File: config.mk
export PLATFORM = sky130hd
export DESIGN_NAME = audio_frame_scheduler
export DESIGN_NICKNAME = d
export VERILOG_FILES = /design/src/rtl/audio_frame_scheduler.sv
export SDC_FILE = /design/constraint.sdc
export NUM_CORES = 1
export LEC_CHECK = 0
export CAP_MARGIN = 25
export CELL_PAD_IN_SITES_DETAIL_PLACEMENT = 0
export CELL_PAD_IN_SITES_GLOBAL_PLACEMENT = 1
export CORE_MARGIN = 2
export CORE_UTILIZATION = 43
export CTS_BUF_LIST = sky130_fd_sc_hd__clkbuf_4 sky130_fd_sc_hd__clkbuf_8
export CTS_CLUSTER_SIZE = 10
export DETAILED_ROUTE_END_ITERATION = 16
export PLACE_DENSITY_LB_ADDON = 0.1
export SLEW_MARGIN = 20
export SYNTH_ARGS = -nofsm -noshare
export SYNTH_HDL_FRONTEND = slang
export SYNTH_SLANG_ARGS = --single-unit
File: constraint.sdc
create_clock -name i_Clk -period 3.3 [get_ports i_Clk]
set_input_delay 0.33 -clock i_Clk [delete_from_list [all_inputs] [get_ports i_Clk]]
set_output_delay 0.33 -clock i_Clk [all_outputs]
set_load 0.05 [all_outputs]
File: src/rtl/audio_frame_scheduler.sv
// audio_frame_scheduler
//
// Generates the audio frame tick and, once per frame, polls each voice generator
// in fixed order over a shared return bus. The signed stereo samples are summed in
// wide accumulators, saturated to SAMPLE_BITS and held on o_Left/o_Right for the
// I2S transmitter until the next frame is latched.
//
// Ports
//   i_Clk          system clock (sole domain)
//   i_Reset        synchronous, active-high reset
//   i_Mute         forces the latched mix to zero when high in the latch cycle
//   o_Voice_Req    one-hot poll request, bit k selects voice k
//   i_Voice_Valid  requested voice presents its sample this cycle
//   i_Voice_Left   signed left sample from the requested voice
//   i_Voice_Right  signed right sample from the requested voice
//   o_Left         mixed, saturated left sample
//   o_Right        mixed, saturated right sample
//   o_Frame_Tick   one-cycle pulse at each frame boundary
//   o_Frame_Valid  one-cycle pulse when o_Left/o_Right update
//   o_Timeout      one-cycle pulse when a voice is skipped
//   o_Overrun      one-cycle pulse when a tick lands while collection is busy

module audio_frame_scheduler #(
  parameter int unsigned DIVISOR     = 520,
  parameter int unsigned NUM_VOICES  = 4,
  parameter int unsigned SAMPLE_BITS = 16,
  parameter int unsigned TIMEOUT     = 8
) (
  input  logic                   i_Clk,
  input  logic                   i_Reset,
  input  logic                   i_Mute,
  output logic [NUM_VOICES-1:0]  o_Voice_Req,
  input  logic                   i_Voice_Valid,
  input  logic [SAMPLE_BITS-1:0] i_Voice_Left,
  input  logic [SAMPLE_BITS-1:0] i_Voice_Right,
  output logic [SAMPLE_BITS-1:0] o_Left,
  output logic [SAMPLE_BITS-1:0] o_Right,
  output logic                   o_Frame_Tick,
  output logic                   o_Frame_Valid,
  output logic                   o_Timeout,
  output logic                   o_Overrun
);

  localparam int unsigned AccW  = SAMPLE_BITS + $clog2(NUM_VOICES) + 1;
  localparam int unsigned CntW  = $clog2(DIVISOR);
  localparam int unsigned IdxW  = $clog2(NUM_VOICES);
  localparam int unsigned WaitW = $clog2(TIMEOUT + 1);

  localparam logic signed [AccW-1:0] SatMax =
      {{(AccW - SAMPLE_BITS + 1){1'b0}}, {(SAMPLE_BITS - 1){1'b1}}};
  localparam logic signed [AccW-1:0] SatMin =
      {{(AccW - SAMPLE_BITS + 1){1'b1}}, {(SAMPLE_BITS - 1){1'b0}}};
  localparam logic [NUM_VOICES-1:0] ReqOne = {{(NUM_VOICES - 1){1'b0}}, 1'b1};

  typedef enum logic [1:0] {
    StIdle,
    StReq,
    StLatch
  } state_e;

  state_e                  state_q;
  logic [CntW-1:0]         cnt_q;
  logic [IdxW-1:0]         idx_q;
  logic [WaitW-1:0]        wait_q;
  logic [NUM_VOICES-1:0]   req_q;
  logic signed [AccW-1:0]  acc_l_q, acc_r_q;
  logic signed [AccW-1:0]  acc_l_d, acc_r_d;
  // After a skip the request drops for one cycle (the o_Timeout cycle) before the
  // next voice is polled, so every skipped voice costs exactly TIMEOUT extra cycles.
  logic                    bubble_q;
  logic                    skip_done_q;
  logic [SAMPLE_BITS-1:0]  left_q, right_q;
  logic                    frame_valid_q, timeout_q, overrun_q;

  logic                    frame_tick;
  logic                    last_voice;
  logic [SAMPLE_BITS-1:0]  sat_l, sat_r;

  function automatic logic [SAMPLE_BITS-1:0] saturate(input logic signed [AccW-1:0] acc);
    if (acc > SatMax) begin
      return {1'b0, {(SAMPLE_BITS - 1){1'b1}}};
    end else if (acc < SatMin) begin
      return {1'b1, {(SAMPLE_BITS - 1){1'b0}}};
    end
    return acc[SAMPLE_BITS-1:0];
  endfunction

  assign frame_tick = (cnt_q == CntW'(DIVISOR - 1));
  assign last_voice = (idx_q == IdxW'(NUM_VOICES - 1));

  always_comb begin
    acc_l_d = acc_l_q + {{(AccW - SAMPLE_BITS){i_Voice_Left[SAMPLE_BITS-1]}}, i_Voice_Left};
    acc_r_d = acc_r_q + {{(AccW - SAMPLE_BITS){i_Voice_Right[SAMPLE_BITS-1]}}, i_Voice_Right};
    sat_l   = saturate(acc_l_q);
    sat_r   = saturate(acc_r_q);
  end

  always_ff @(posedge i_Clk) begin
    if (i_Reset) begin
      state_q       <= StIdle;
      cnt_q         <= '0;
      idx_q         <= '0;
      wait_q        <= '0;
      req_q         <= '0;
      acc_l_q       <= '0;
      acc_r_q       <= '0;
      bubble_q      <= 1'b0;
      skip_done_q   <= 1'b0;
      left_q        <= '0;
      right_q       <= '0;
      frame_valid_q <= 1'b0;
      timeout_q     <= 1'b0;
      overrun_q     <= 1'b0;
    end else begin
      // The frame counter free-runs; overruns never disturb it.
      cnt_q         <= frame_tick ? '0 : cnt_q + CntW'(1);
      frame_valid_q <= 1'b0;
      timeout_q     <= 1'b0;
      overrun_q     <= 1'b0;

      unique case (state_q)
        StIdle: begin
          if (frame_tick) begin
            state_q     <= StReq;
            req_q       <= ReqOne;
            idx_q       <= '0;
            wait_q      <= '0;
            acc_l_q     <= '0;
            acc_r_q     <= '0;
            bubble_q    <= 1'b0;
            skip_done_q <= 1'b0;
          end
        end

        StReq: begin
          if (frame_tick) begin
            overrun_q <= 1'b1;
          end
          if (bubble_q) begin
            bubble_q <= 1'b0;
            if (skip_done_q) begin
              state_q <= StLatch;
            end else begin
              req_q <= ReqOne << idx_q;
            end
          end else if (i_Voice_Valid) begin
            acc_l_q <= acc_l_d;
            acc_r_q <= acc_r_d;
            wait_q  <= '0;
            if (last_voice) begin
              state_q <= StLatch;
              req_q   <= '0;
            end else begin
              idx_q <= idx_q + IdxW'(1);
              req_q <= req_q << 1;
            end
          end else if (wait_q == WaitW'(TIMEOUT - 1)) begin
            // Skip: the voice contributes nothing to the mix.
            timeout_q   <= 1'b1;
            wait_q      <= '0;
            req_q       <= '0;
            bubble_q    <= 1'b1;
            skip_done_q <= last_voice;
            if (!last_voice) begin
              idx_q <= idx_q + IdxW'(1);
            end
          end else begin
            wait_q <= wait_q + WaitW'(1);
          end
        end

        StLatch: begin
          if (frame_tick) begin
            overrun_q <= 1'b1;
          end
          left_q        <= i_Mute ? '0 : sat_l;
          right_q       <= i_Mute ? '0 : sat_r;
          frame_valid_q <= 1'b1;
          state_q       <= StIdle;
        end

        default: begin
          state_q <= StIdle;
          req_q   <= '0;
        end
      endcase
    end
  end

  assign o_Voice_Req   = req_q;
  assign o_Left        = left_q;
  assign o_Right       = right_q;
  assign o_Frame_Tick  = frame_tick;
  assign o_Frame_Valid = frame_valid_q;
  assign o_Timeout     = timeout_q;
  assign o_Overrun     = overrun_q;

endmodule

==> Yosys cells after proc, flatten, opt, wreduce, memory -nomap -nowiden <==
Index checks and enable logic that the tools add are counted.
{ "totals": {"regBits": 97, "latch_bits": 0, "ramBits": 0, "rom_bits": 0, "output_inout_bits": 40, "wordCells": 110, "n_memories": 0} }
{ "op_classes": {"add_sub_neg": 5, "n_mul": 0, "div": 0, "order_cmp": 4, "eq_ne": 16, "shifts": 1, "mux": 54, "n_bitwise": 3, "reduce_logical": 13} }
{ "ops": {"columns": ["op", "count"], "rows": [
  ["two-way mux 16 bit", 8],
  ["two-way mux 19 bit", 5],
  ["case mux 19 bit (2 select lines)", 2],
  ["two-way mux 4 bit", 10],
  ["adder 19 bit", 2],
  ["> comparator 19 x 16 -> 1 bit, second input constant", 2],
  ["less-than comparator 19 x 16 -> 1 bit, second input constant", 2],
  ["two-way mux 2 bit", 10],
  ["AND reduction 4 bit", 4],
  ["inequality test 3 bit, second input constant", 5],
  ["two-way mux 1 bit", 13],
  ["case mux 4 bit (3 select lines)", 1],
  ["adder 10 x 1 -> 10 bit, second input constant", 1],
  ["equality test 10 bit, second input constant", 1],
  ["inequality test 2 bit, second input constant", 5],
  ["case mux 2 bit (2 select lines)", 2],
  ["case mux 4 bit (2 select lines)", 1],
  ["OR reduction 2 bit", 4],
  ["AND reduction 5 bit", 1],
  ["adder 4 x 1 -> 4 bit, second input constant", 1],
  ["equality test 2 bit, second input constant", 2],
  ["equality test 4 x 3 -> 1 bit, second input constant", 1],
  ["inequality test 4 bit, second input constant", 1],
  ["case mux 1 bit (2 select lines)", 2],
  ["8 further kinds", 10]
]} }

==> Depth between registers and ports, before layout <==
Gate-level depths: netlist (run 1).
{ "logic_depth": {"word_depth": 6, "ltp_mapped": 9} }

==> Least setup slack after synthesis (run 1) <==
No wires, ideal clock.
{ "synth_timing": {"kind": "input-to-reg", "startpoint": "input i_Voice_Right[0]", "endpoint": "register acc_r_q[18]", "setup_ps": 93, "arrival_ps": 2356, "required_ps": 3207, "path_slack_ps": 851, "stages": 9, "path_buffers": 0, "path_cell_list": "ha_1 fa_1 nand3_1 a211oi_1 o41a_1 o2bb2ai_1 or3_1 and2_1 o311ai_2"} }
{ "synth_between": {"elab_chain_cells": 4} }
{ "synth_lines": {"columns": ["element", "line", "source"], "rows": [
  ["start, declared", "35", "input logic [SAMPLE_BITS-1:0] i_Voice_Right,"],
  ["adder 19 bit", "93", "acc_r_d = acc_r_q + {{(AccW - SAMPLE_BITS){i_Voice_Right[SAMPLE_BITS-1]}}, i_Voice_Right};"],
  ["two-way mux 19 bit", "146", "end else if (i_Voice_Valid) begin"],
  ["two-way mux 19 bit", "139", "if (bubble_q) begin"],
  ["case mux 19 bit (2 select lines)", "121", "unique case (state_q)"],
  ["end signal, assigned", "148", "acc_r_q <= acc_r_d;"],
  ["end, declared", "66", "logic signed [AccW-1:0] acc_l_q, acc_r_q;"]
]} }
Every way passes these cells. The select of a mux whose other input is x is not followed.
A chain may end at the register's enable or synchronous reset.

==> Worst setup path after layout (run 1) <==
{ "layout_timing": {"startpoint": "register cnt_q[4]", "endpoint": "output o_Frame_Tick"} }
{ "layout_between": {"elab_chain_cells": 1} }
{ "layout_lines": {"columns": ["element", "line", "source"], "rows": [
  ["start, declared", "62", "logic [CntW-1:0] cnt_q;"],
  ["start signal, assigned", "116", "cnt_q <= frame_tick ? '0 : cnt_q + CntW'(1);"],
  ["equality test 10 bit", "88", "assign frame_tick = (cnt_q == CntW'(DIVISOR - 1));"],
  ["end, declared", "38", "output logic o_Frame_Tick,"]
]} }
Every way passes these cells.

==> results of run 1 <==
[power breakdown]
group / leakage (nW) / switching (W) / total, W / internal, W
registers: 0.781 / 0.00000208 / 0.00117 / 0.00117
logic: 1.63 / 0.0000858 / 0.000162 / 0.0000766
clock network: 0.0983 / 0.000414 / 0.000744 / 0.000330
[cells in the final DEF, fill, tap and decap left out, drive strengths merged, types with 14 or more instances in the layout]
master         netlist  final
o21ai               74     74
nand2               65     65
a21oi               82     82
nand2b              39     39
xnor2               15     15
clkbuf              28     14
nor2                33     33
ha                  45     45
clkdlybuf4s50        0     74
inv                 16     16
a21o                16     16
xor2                22     22
dfxtp               97     97
nand3               28     28
[state kept, by name, indices dropped and copies added (netlist names), 2 cells and up]
signal,cells
state_q,2
idx_q,2
wait_q,4
o_Right,16
acc_l_q,19
cnt_q,10
o_Left,16
acc_r_q,19
o_Voice_Req,4
[cells by family (layout without fill, tap and decap cells)]
kind of cell,Yosys count,in the layout
AOI/OAI and AO/OA,226,226
xor gates and xnor gates,37,37
adders and majority gates,47,47
buffers and inverters,44,115
DFF,97,97
muxes,4,4
and+or+nand+nor,222,222
[per-layer routing]
| layer | vias up | share of wire, % | global-route usage [%] |
|---|---|---|---|
| met1 | 2370 | 50 | 27.3 |
| met3 | 16 | 2.9 | 2.57 |
| met4 | 0 | 1.9 | 7.68 |
| met5 | - | 0 | 0 |
| met2 | 80 | 45 | 31.8 |
| li1 | 2573 | - | - |
[worst max-delay path, delay by kind of cell, from the launching register on]
| kind | cells | cell delay, ns |
|---|---|---|
| buffers and inverters | 2 | 1.01 |
| and+or+nand+nor | 2 | 0.68 |
| DFF | 1 | 0.36 |
[metrics by stage]
| stage | instance area (sq um) | worst slack (ns) |
|---|---|---|
| after floorplan | 5580 | 0.851 |
| after global routing | 6680 | 0.412 |
| after global placement | 6500 | 0.268 |
| after CTS | 6680 | 0.547 |
| after detailed placement | 6500 | 0.189 |
| final | 6680 | 0.540 |
[cell type report]
type | instances | area, sq um
fillers | 1234 | 5990
well taps | 172 | 215
flip-flops and latches | 97 | 1940
repair buffers | 83 | 806
inverters | 16 | 60.1
multi-input cells | 536 | 3480
clock buffers | 14 | 168
clock inverters | 2 | 13.8
[how the worst max path moves through the flow]
stage / from / end / slack, ns / cells past startpoint
global route: cnt_q[4]$_SDFF_PP0_ / o_Frame_Tick / 0.41 / 4
detailed placement: i_Voice_Left[0] / acc_l_q[14]$_SDFFE_PP0P_ / 0.19 / 10
finish: cnt_q[4]$_SDFF_PP0_ / o_Frame_Tick / 0.54 / 4
CTS: cnt_q[4]$_SDFF_PP0_ / o_Frame_Tick / 0.55 / 4
global placement: i_Voice_Right[0] / acc_r_q[18]$_SDFFE_PP0P_ / 0.27 / 10
floorplan: i_Voice_Right[0] / acc_r_q[18]$_SDFFE_PP0P_ / 0.85 / 9
==> impl_metrics.py, run 1 <==
metrics = {
    "logic_synthesis": {
        "synthSimpleGateAreaFrac_pct": 20.2,
        "synth.top_cells.by_area": "dfxtp_1 (35%), ha_1 (10%), a21oi_1 (7.3%)",
        "synthFlopType": "dfxtp_1",
        "synth-compound-area-share_pct": 24.7,
        "synth_mux_area_share_pct": 0.739,
        "synthAdderAreaFrac_pct": 10.8,
        "synth.avg_cell_area_sq_um": 8.25,
        "synth_edf_count": 0,
        "ys_ff_latch": 97,
        "synth_top_family_by_area": "compound AO/OA/AOI/OAI gates",
        "synthArstFlopShare_pct": 0,
        "syn-num-nets": 760,
        "ys_types": 58,
        "yosysWarnings": 0,
        "syn_area_sq_um": 5580,
        "yosysSeqAreaShare_pct": 34.8,
        "synthTopCellsByCount": "dfxtp_1 (97), a21oi_1 (81), o21ai_0 (72)",
        "synth.most_common_cell": "dfxtp_1",
        "yosys.area.top_type": "dfxtp_1",
        "yosysTopAreaCellShare_pct": 34.8,
        "synth-xor-area-share_pct": 5.80,
        "synthCells": 677,
    },
    "finish": {
        "drive_above_1_share_pct": 4.55,
        "fin_nets": 826,
        "layout.cells.non_filler": 920,
        "num_antenna_cells": 0,
        "synthToLayoutAreaGrowth_pct": 19.7,
        "fin_util_pct": 52.7,
    },
    "clock_tree": {
        "cts_tree": "built",
        "numCtsBuffers": 9,
        "hold_buffers": 0,
        "cts.path.max_buffers": 2,
        "clk_pin_slew_ns": 0.09,
        "cts_resized": 0,
        "cts_max_level": 3,
        "cts_setup_buffers": 0,
        "clock-root-buffer": "clkbuf_8",
        "clk_latency_ns": 0.38,
        "numClockSinks": 97,
    },
    "power": {
        "power_w": 0.00208,
        "p_per_area_nw_per_um2": 311,
        "max-vdd-ir-drop_mv": 0.164,
        "leakage_nw": 2.51,
    },
    "setup_path": {
        "worstPathMaxFanout": 5,
        "critical_path.cell_chain": "nor4b_1, nand3_1, inv_1, clkdlybuf4s50_1",
        "critPathCaptureType": "primary output",
        "r2r_slack_ns": 0.61,
        "critPathSlowestCell": "clkdlybuf4s50_1",
        "cpPeakStageDelay_ns": 0.83,
        "worst_ep_required_time_ns": 2.97,
        "reg2regPathDepth": 9,
        "r2r-start": "acc_l_q[0]$_SDFFE_PP0P_",
        "r2r-end": "acc_l_q[14]$_SDFFE_PP0P_",
        "cp.arrival_ns": 2.43,
        "startpoint_type": "flop",
        "worstSetupPathType": "flop to primary output",
    },
    "timing": {
        "whs_ns": 0.399,
        "finalSetupViolCount": 0,
        "worstMarginPinSlew_ns": 0.931,
        "finClkSkew_ns": 0.0129,
        "timing.slew.headroom_pct": 37.7,
        "rsz0062_at_grt": "no",
        "drv_slew": 0,
        "fin_crit_ns": 2.76,
        "period_share_pct": 83.6,
        "finalHoldViolCount": 0,
        "final.setup.tns_ns": 0,
        "fmax_ghz": 0.362,
    },
    "global_route": {
        "grt_pass1_wl_mm": 22.9,
        "track_usage_pct": 19.9,
        "grt_pass1_vias": 4742,
        "grt_start_max_net_pins": 63,
        "antenna_found_initial": 0,
        "grt_overflow": 0,
    },
    "die": {
        "core_sq_um": 12700,
        "die_h_microns": 118,
        "die_width_microns": 118,
        "start_util_pct": 44.1,
        "io_pins": 76,
        "design.die.area_sq_um": 13900,
        "row_count": 41,
    },
    "place": {
        "dp_hpwl_mm": 9.92,
        "dp_cells": 904,
        "numPortBuffers": 75,
        "gp_congestion": 0.897,
    },
    "drt": {
        "dr.pass1.iters": 5,
        "drt_wl_total_mm": 13.8,
        "drtIter0Drc": 293,
        "drc": 0,
        "postRouteAntennaNets": 0,
        "avgViaCountPerCell": 5.48,
        "wire_per_inst_microns": 15.0,
        "vias": 5039,
    },
    "min_path": {
        "min_from": "i_Reset",
        "whs_endpoint": "cnt_q[1]$_SDFF_PP0_",
        "whs_path_depth": 3,
        "hp-class": "primary input to flop",
    },
    "job": {
        "max_cap_viol_count": 0,
    },
    "status": {
        "status": "completed",
    },
}
(Power assumes the default switching activity.)
==> inputs of run 2 (changes only) <==
==> constraint.sdc (replaced) <==
create_clock -name i_Clk -period 2.54 [get_ports i_Clk]
set_input_delay 0.254 -clock i_Clk [delete_from_list [all_inputs] [get_ports i_Clk]]
set_output_delay 0.254 -clock i_Clk [all_outputs]
set_load 0.05 [all_outputs]
==> run 2 against run 1 <==
Setup slack worse by 0.44 ns. Final area increased by 7.6%. Non-clock buffer count grew 53. Worst hold slack worse by 0.076 ns. Die area is the same. Via count up 3.9%. Routed wire length up 5.1%. Clock-buffer cell count down 5. First-iteration DRC count shrank 15%. Critical endpoint is now acc_l_q[14]$_SDFFE_PP0P_. Largest cell class unchanged.
==> impl_metrics.py, run 2 (synthesis gave the netlist of run 1 again) <==
metrics = {
    "status": {
        "status": "completed",
    },
    "timing": {
        "fmax_ghz": 0.410,
        "finClkSkew_ns": 0.0111,
        "finalSetupViolCount": 0,
        "finalHoldViolCount": 0,
        "rsz0062_at_grt": "no",
        "whs_ns": 0.323,
        "worstMarginPinSlew_ns": 0.782,
        "timing.slew.headroom_pct": 47.6,
        "drv_slew": 0,
        "period_share_pct": 96.1,
        "fin_crit_ns": 2.44,
    },
    "power": {
        "pwr-share-clk_pct": 41.7,
        "leakage_nw": 2.81,
        "p_sw_share_pct": 23.8,
        "combPwrFrac_pct": 7.9,
        "max-vdd-ir-drop_mv": 0.234,
        "p_int_w": 0.00231,
        "p_switching_w": 0.000722,
        "p_per_area_nw_per_um2": 422,
        "p_seq_share_pct": 50.3,
    },
    "clock_tree": {
        "clk_pin_slew_ns": 0.11,
        "clk_latency_ns": 0.39,
        "clock-root-buffer": "clkbuf_8",
        "cts_tree": "built",
        "numClockSinks": 97,
        "hold_buffers": 0,
        "cts_max_level": 3,
        "cts.path.max_buffers": 2,
        "numCtsBuffers": 9,
    },
    "place": {
        "gp_congestion": 0.885,
        "numPortBuffers": 75,
        "dp_hpwl_mm": 10.7,
        "dp_cells": 956,
    },
    "finish": {
        "fillers": 1212,
        "fin_nets": 879,
        "final_cell_mix": "dfxtp_1 (95), a21oi_1 (80), o21ai_0 (72), clkdlybuf4s50_1 (72), nand2_1 (65)",
        "layout.cells.non_filler": 973,
        "fin_util_pct": 56.7,
        "reg.largest.list": "acc_l_q: 19 flops, acc_r_q: 19 flops",
        "synthToLayoutAreaGrowth_pct": 28.7,
        "drive_above_1_share_pct": 12.0,
        "final_common_cell": "dfxtp_1",
        "num_antenna_cells": 0,
    },
    "drt": {
        "drt_wl_total_mm": 14.5,
        "drc": 0,
        "drtIter0Drc": 248,
        "avgViaCountPerCell": 5.38,
        "vias": 5234,
        "dr.pass1.iters": 4,
        "postRouteAntennaNets": 0,
        "wire_per_inst_microns": 14.9,
    },
    "setup_path": {
        "cpPeakStageDelay_ns": 0.39,
        "worstSetupPathType": "flop to flop",
        "worstPathMaxFanout": 3,
        "reg2regPathDepth": 8,
        "startpoint_type": "flop",
        "r2r_slack_ns": 0.1,
        "worst_ep_required_time_ns": 2.83,
        "critical_path.cell_chain": "ha_1, and2_4, a221o_1, o311ai_4, a21oi_2, o21a_1, or3_1, a32o_1",
        "critPathCaptureType": "flop",
        "critPathSlowestCell": "a221o_1",
        "r2r-end": "acc_l_q[14]$_SDFFE_PP0P_",
        "r2r-start": "acc_l_q[4]$_SDFFE_PP0P_",
        "cp.arrival_ns": 2.73,
    },
    "die": {
        "core_sq_um": 12700,
        "die_h_microns": 118,
        "io_pins": 76,
        "die_width_microns": 118,
        "design.die.area_sq_um": 13900,
        "start_util_pct": 44.1,
        "row_count": 41,
    },
    "global_route": {
        "grt_pass1_wl_mm": 24.4,
        "grt_pass1_vias": 5022,
        "grt_overflow": 0,
        "grt_start_max_net_pins": 62,
        "antenna_found_initial": 0,
        "track_usage_pct": 21.2,
    },
    "min_path": {
        "min_from": "i_Reset",
        "whs_endpoint": "acc_l_q[0]$_SDFFE_PP0P_",
        "whs_path_depth": 3,
        "hp-class": "primary input to flop",
    },
    "job": {
        "max_cap_viol_count": 0,
    },
}
## run 2: timing repair
item                                    in CTS  in global routing
resized for setup                            1                  9
buffers inserted                             0                  1
endpoints found under the setup margin       1                  3
pin swaps                                    0                  5
## run 2: worst max-delay path, delay by kind of cell, from the launching register on
kind,cells,cell delay (ns)
AOI/OAI and AO/OA,5,1.26
DFF,1,0.35
adders and majority gates,1,0.28
and+or+nand+nor,2,0.45
## run 2: layout make-up
| class | instances | area, sq um | share of cell area, % |
|---|---|---|---|
| Clock buffer | 9 | 124 | 1.72 |
| Sequential cell | 97 | 1940 | 27.0 |
| Tap cell | 172 | 215 | 2.99 |
| Multi-Input combinational cell | 536 | 3510 | 48.8 |
| Timing Repair Buffer | 136 | 1220 | 16.9 |
| Inverter | 16 | 60.1 | 0.835 |
| Clock inverter | 7 | 124 | 1.72 |
## run 2: per-layer routing
metal / vias to the layer above / track usage [%] / wire length (microns)
met5: - / 0 / 0
met4: 0 / 6.55 / 189
met3: 14 / 2.96 / 370
met2: 75 / 34.5 / 6810
met1: 2476 / 28.9 / 7170
li1: 2669 / - / -
## run 2: how the worst max path moves through the flow
stage	slack [ns]	from	end
after floorplan	0.13	acc_r_q[0]$_SDFFE_PP0P_	acc_r_q[18]$_SDFFE_PP0P_
after global placement	-0.35	i_Voice_Left[0]	acc_l_q[14]$_SDFFE_PP0P_
after detailed placement	-0.39	i_Voice_Left[0]	acc_l_q[14]$_SDFFE_PP0P_
after CTS	0.006	acc_r_q[0]$_SDFFE_PP0P_	acc_r_q[18]$_SDFFE_PP0P_
after global routing	0.003	acc_l_q[4]$_SDFFE_PP0P_	acc_l_q[14]$_SDFFE_PP0P_
final	0.1	acc_l_q[4]$_SDFFE_PP0P_	acc_l_q[14]$_SDFFE_PP0P_
## run 2: per-stage QoR
step           setup slack [ns]  instance area [sq um]  setup TNS (ns)  power (W)
3_3_place_gp             -0.354                   6900           -1.87    0.00180
4_1_cts                 0.00587                   7150               0    0.00306
6_report                 0.0984                   7190               0    0.00303
2_1_floorplan             0.129                   5580               0    0.00168
3_5_place_dp             -0.392                   6900           -2.18    0.00180
5_1_grt                 0.00253                   7190               0    0.00317
## run 2: power groups by stage
stage	clock network (W)	logic [W]	registers, W
floorplan	0	0.000117	0.00156
global placement	0	0.000237	0.00156
detailed placement	0	0.000238	0.00156
CTS	0.00130	0.000240	0.00153
global route	0.00138	0.000264	0.00153
finish	0.00127	0.000241	0.00153
==> inputs of run 3 (changes only) <==
--- a/config.mk
+++ b/config.mk
@@ -14,7 +14,6 @@
 export CTS_CLUSTER_SIZE = 10
 export DETAILED_ROUTE_END_ITERATION = 16
 export PLACE_DENSITY_LB_ADDON = 0.1
-export SLEW_MARGIN = 20
 export SYNTH_ARGS = -nofsm -noshare
 export SYNTH_HDL_FRONTEND = slang
 export SYNTH_SLANG_ARGS = --single-unit
==> results of run 3 <==
Same layout as run 2: the final DEF is identical, and so are final timing and power.
==> patch: new RTL, settings of run 3 <==
Set the parameter `NUM_VOICES` to 16 (it was 4).
--- a/src/rtl/audio_frame_scheduler.sv
+++ b/src/rtl/audio_frame_scheduler.sv
@@ -22,7 +22,7 @@
 
 module audio_frame_scheduler #(
   parameter int unsigned DIVISOR     = 520,
-  parameter int unsigned NUM_VOICES  = 4,
+  parameter int unsigned NUM_VOICES  = 16,
   parameter int unsigned SAMPLE_BITS = 16,
   parameter int unsigned TIMEOUT     = 8
 ) (
Ports: changed (resized o_Voice_Req); port bits go from 76 to 88. No check against the original RTL was run, so the function may have changed too.
==> patch against run 3 <==
- critical path type unchanged
- final cell count increased by 20%
- setup slack improved by 0.060 ns
- design area increased by 20%
- via count increased by 19%
- fmax increased by 2.5%
- synthesized area increased by 18%
- routed wire length increased by 21%
- critical endpoint is now acc_r_q[19]
- sequential cell count increased by 18
Power is not compared: it rests on default switching activity, and its combinational part moved more than twofold at a synthesized area within 25%.
==> patch: results (changes against run 3) <==
## Drt
• **total detailed-routing wirelength** 17.6 mm, +21%
• **Pre-antenna DRT Iters** 5, +1
• **routed length on met3** 652 um, +76%
• **detailed route wirelength on metal2** 8.47 mm, +24%
• **wire length on met1** 8.19 mm, +14%
• **final routed wire length divided by cell count** 15.2 um, +1.4%

## Yosys
• **Mapped Cells** 814, +20%
• **count of cell types in the netlist** 55, -5.2%
• **post-synth net total** 903, +19%
• **synth top area cells** dfxtp_1 (35%), ha_1 (9.7%), a21oi_1 (7.7%)
• **most frequent cells after synthesis** dfxtp_1 (115), a21oi_1 (101), o21ai_0 (79)
• **sequential share of the synthesized area** 0.350, +0.00246

## Placement
• **last weighted congestion value of the routability-driven placer** 0.870, -1.8%
• **post-detailed-placement half-perimeter wirelength** 13.1 mm, +22%
• **Port-buffer cells** 87, +16%
• **Placed Instances** 1134, +19%

## Clock tree
• **later-pin clock latency in the skew report** 0.45 ns, +0.06 ns
• **number of buffers inserted during clock tree synthesis** 17, +8

## Layout
• **biggest registers after layout** acc_l_q: 21 flops, acc_r_q: 21 flops

## Floorplanning
• **floorplan row count** 45, +9.8%

## Global route
• **number of global-route vias before repair** 6276, +25%
• **global-route usage over all layers** 0.225, +0.0131

## Outcome
• **result of the run** finished, final reports clean

## Setup path
• **arrival time worst endpoint** 2.72 ns, about the same
• **largest fanout on the critical path** 4, +1

## STA
• **Max Clock Skew** 0.00854 ns, -0.00254 ns

-- patch: worst paths after layout --
kind / cells after the start / slack, ns / endpoint / start
hold reg to reg: 1 / 0.44 / cnt_q[0] / cnt_q[0]
hold / removal: 4 / 0.23 / acc_r_q[19] / i_Reset
setup / recovery: 9 / 0.16 / acc_r_q[19] / acc_r_q[6]
setup reg to reg: 9 / 0.16 / acc_r_q[19] / acc_r_q[6]
-- patch: final cells by class --
cell class                      count  area, um^2
Timing Repair Buffer              174        1540
Tap cell                          188         235
Sequential cell                   115        2300
Fill cell                        1424        6460
Clock inverter                      8         101
Multi-Input combinational cell    635        4060
Inverter                           22        82.6
Clock buffer                       22         303
-- patch: per-stage QoR --
stage | hold WS, ns | cell area [um^2] | TNS, ns | total power [mW] | setup slack [ns]
2_1_floorplan | 0.413 | 6580 | 0 | 3.20 | 0.209
3_3_place_gp | 0.424 | 8190 | -2.14 | 3.83 | -0.269
3_5_place_dp | 0.436 | 8190 | -3.24 | 3.86 | -0.370
4_1_cts | 0.208 | 8600 | 0 | 5.62 | 0.0118
5_1_grt | 0.245 | 8630 | -0.0150 | 5.90 | -0.0150
6_report | 0.228 | 8630 | 0 | 5.58 | 0.158
-- patch: power breakdown --
| part | internal, mW | switching (mW) |
|---|---|---|
| registers | 1.89 | 0.0694 |
| clock network | 0.988 | 0.752 |
| logic | 0.728 | 1.15 |
-- patch: per-layer routing --
layer / track usage / vias to the layer above
met5: 0 / -
met4: 0.0905 / 0
met3: 0.0410 / 27
met2: 0.386 / 116
met1: 0.278 / 2892
li1: - / 3208
-- patch: logic make-up after synthesis --
group / synth area share
AO/OA/AOI/OAI: 0.252
buffers and inverters: 0.0373
adder cells (fa/ha/maj): 0.103
multiplexers: 0.00152
flip-flops: 0.350
AND/OR/NAND/NOR: 0.192
XOR/XNOR: 0.0640
-- patch: critical path, stage by stage, from the launching register on --
cell	delay [ns]
dfxtp_2	0.34
ha_1	0.32
a21o_1	0.19
a221oi_1	0.29
o21ai_1	0.13
o211a_1	0.26
and3_1	0.21
a311oi_2	0.29
xor2_1	0.17
o21ai_1	0.07
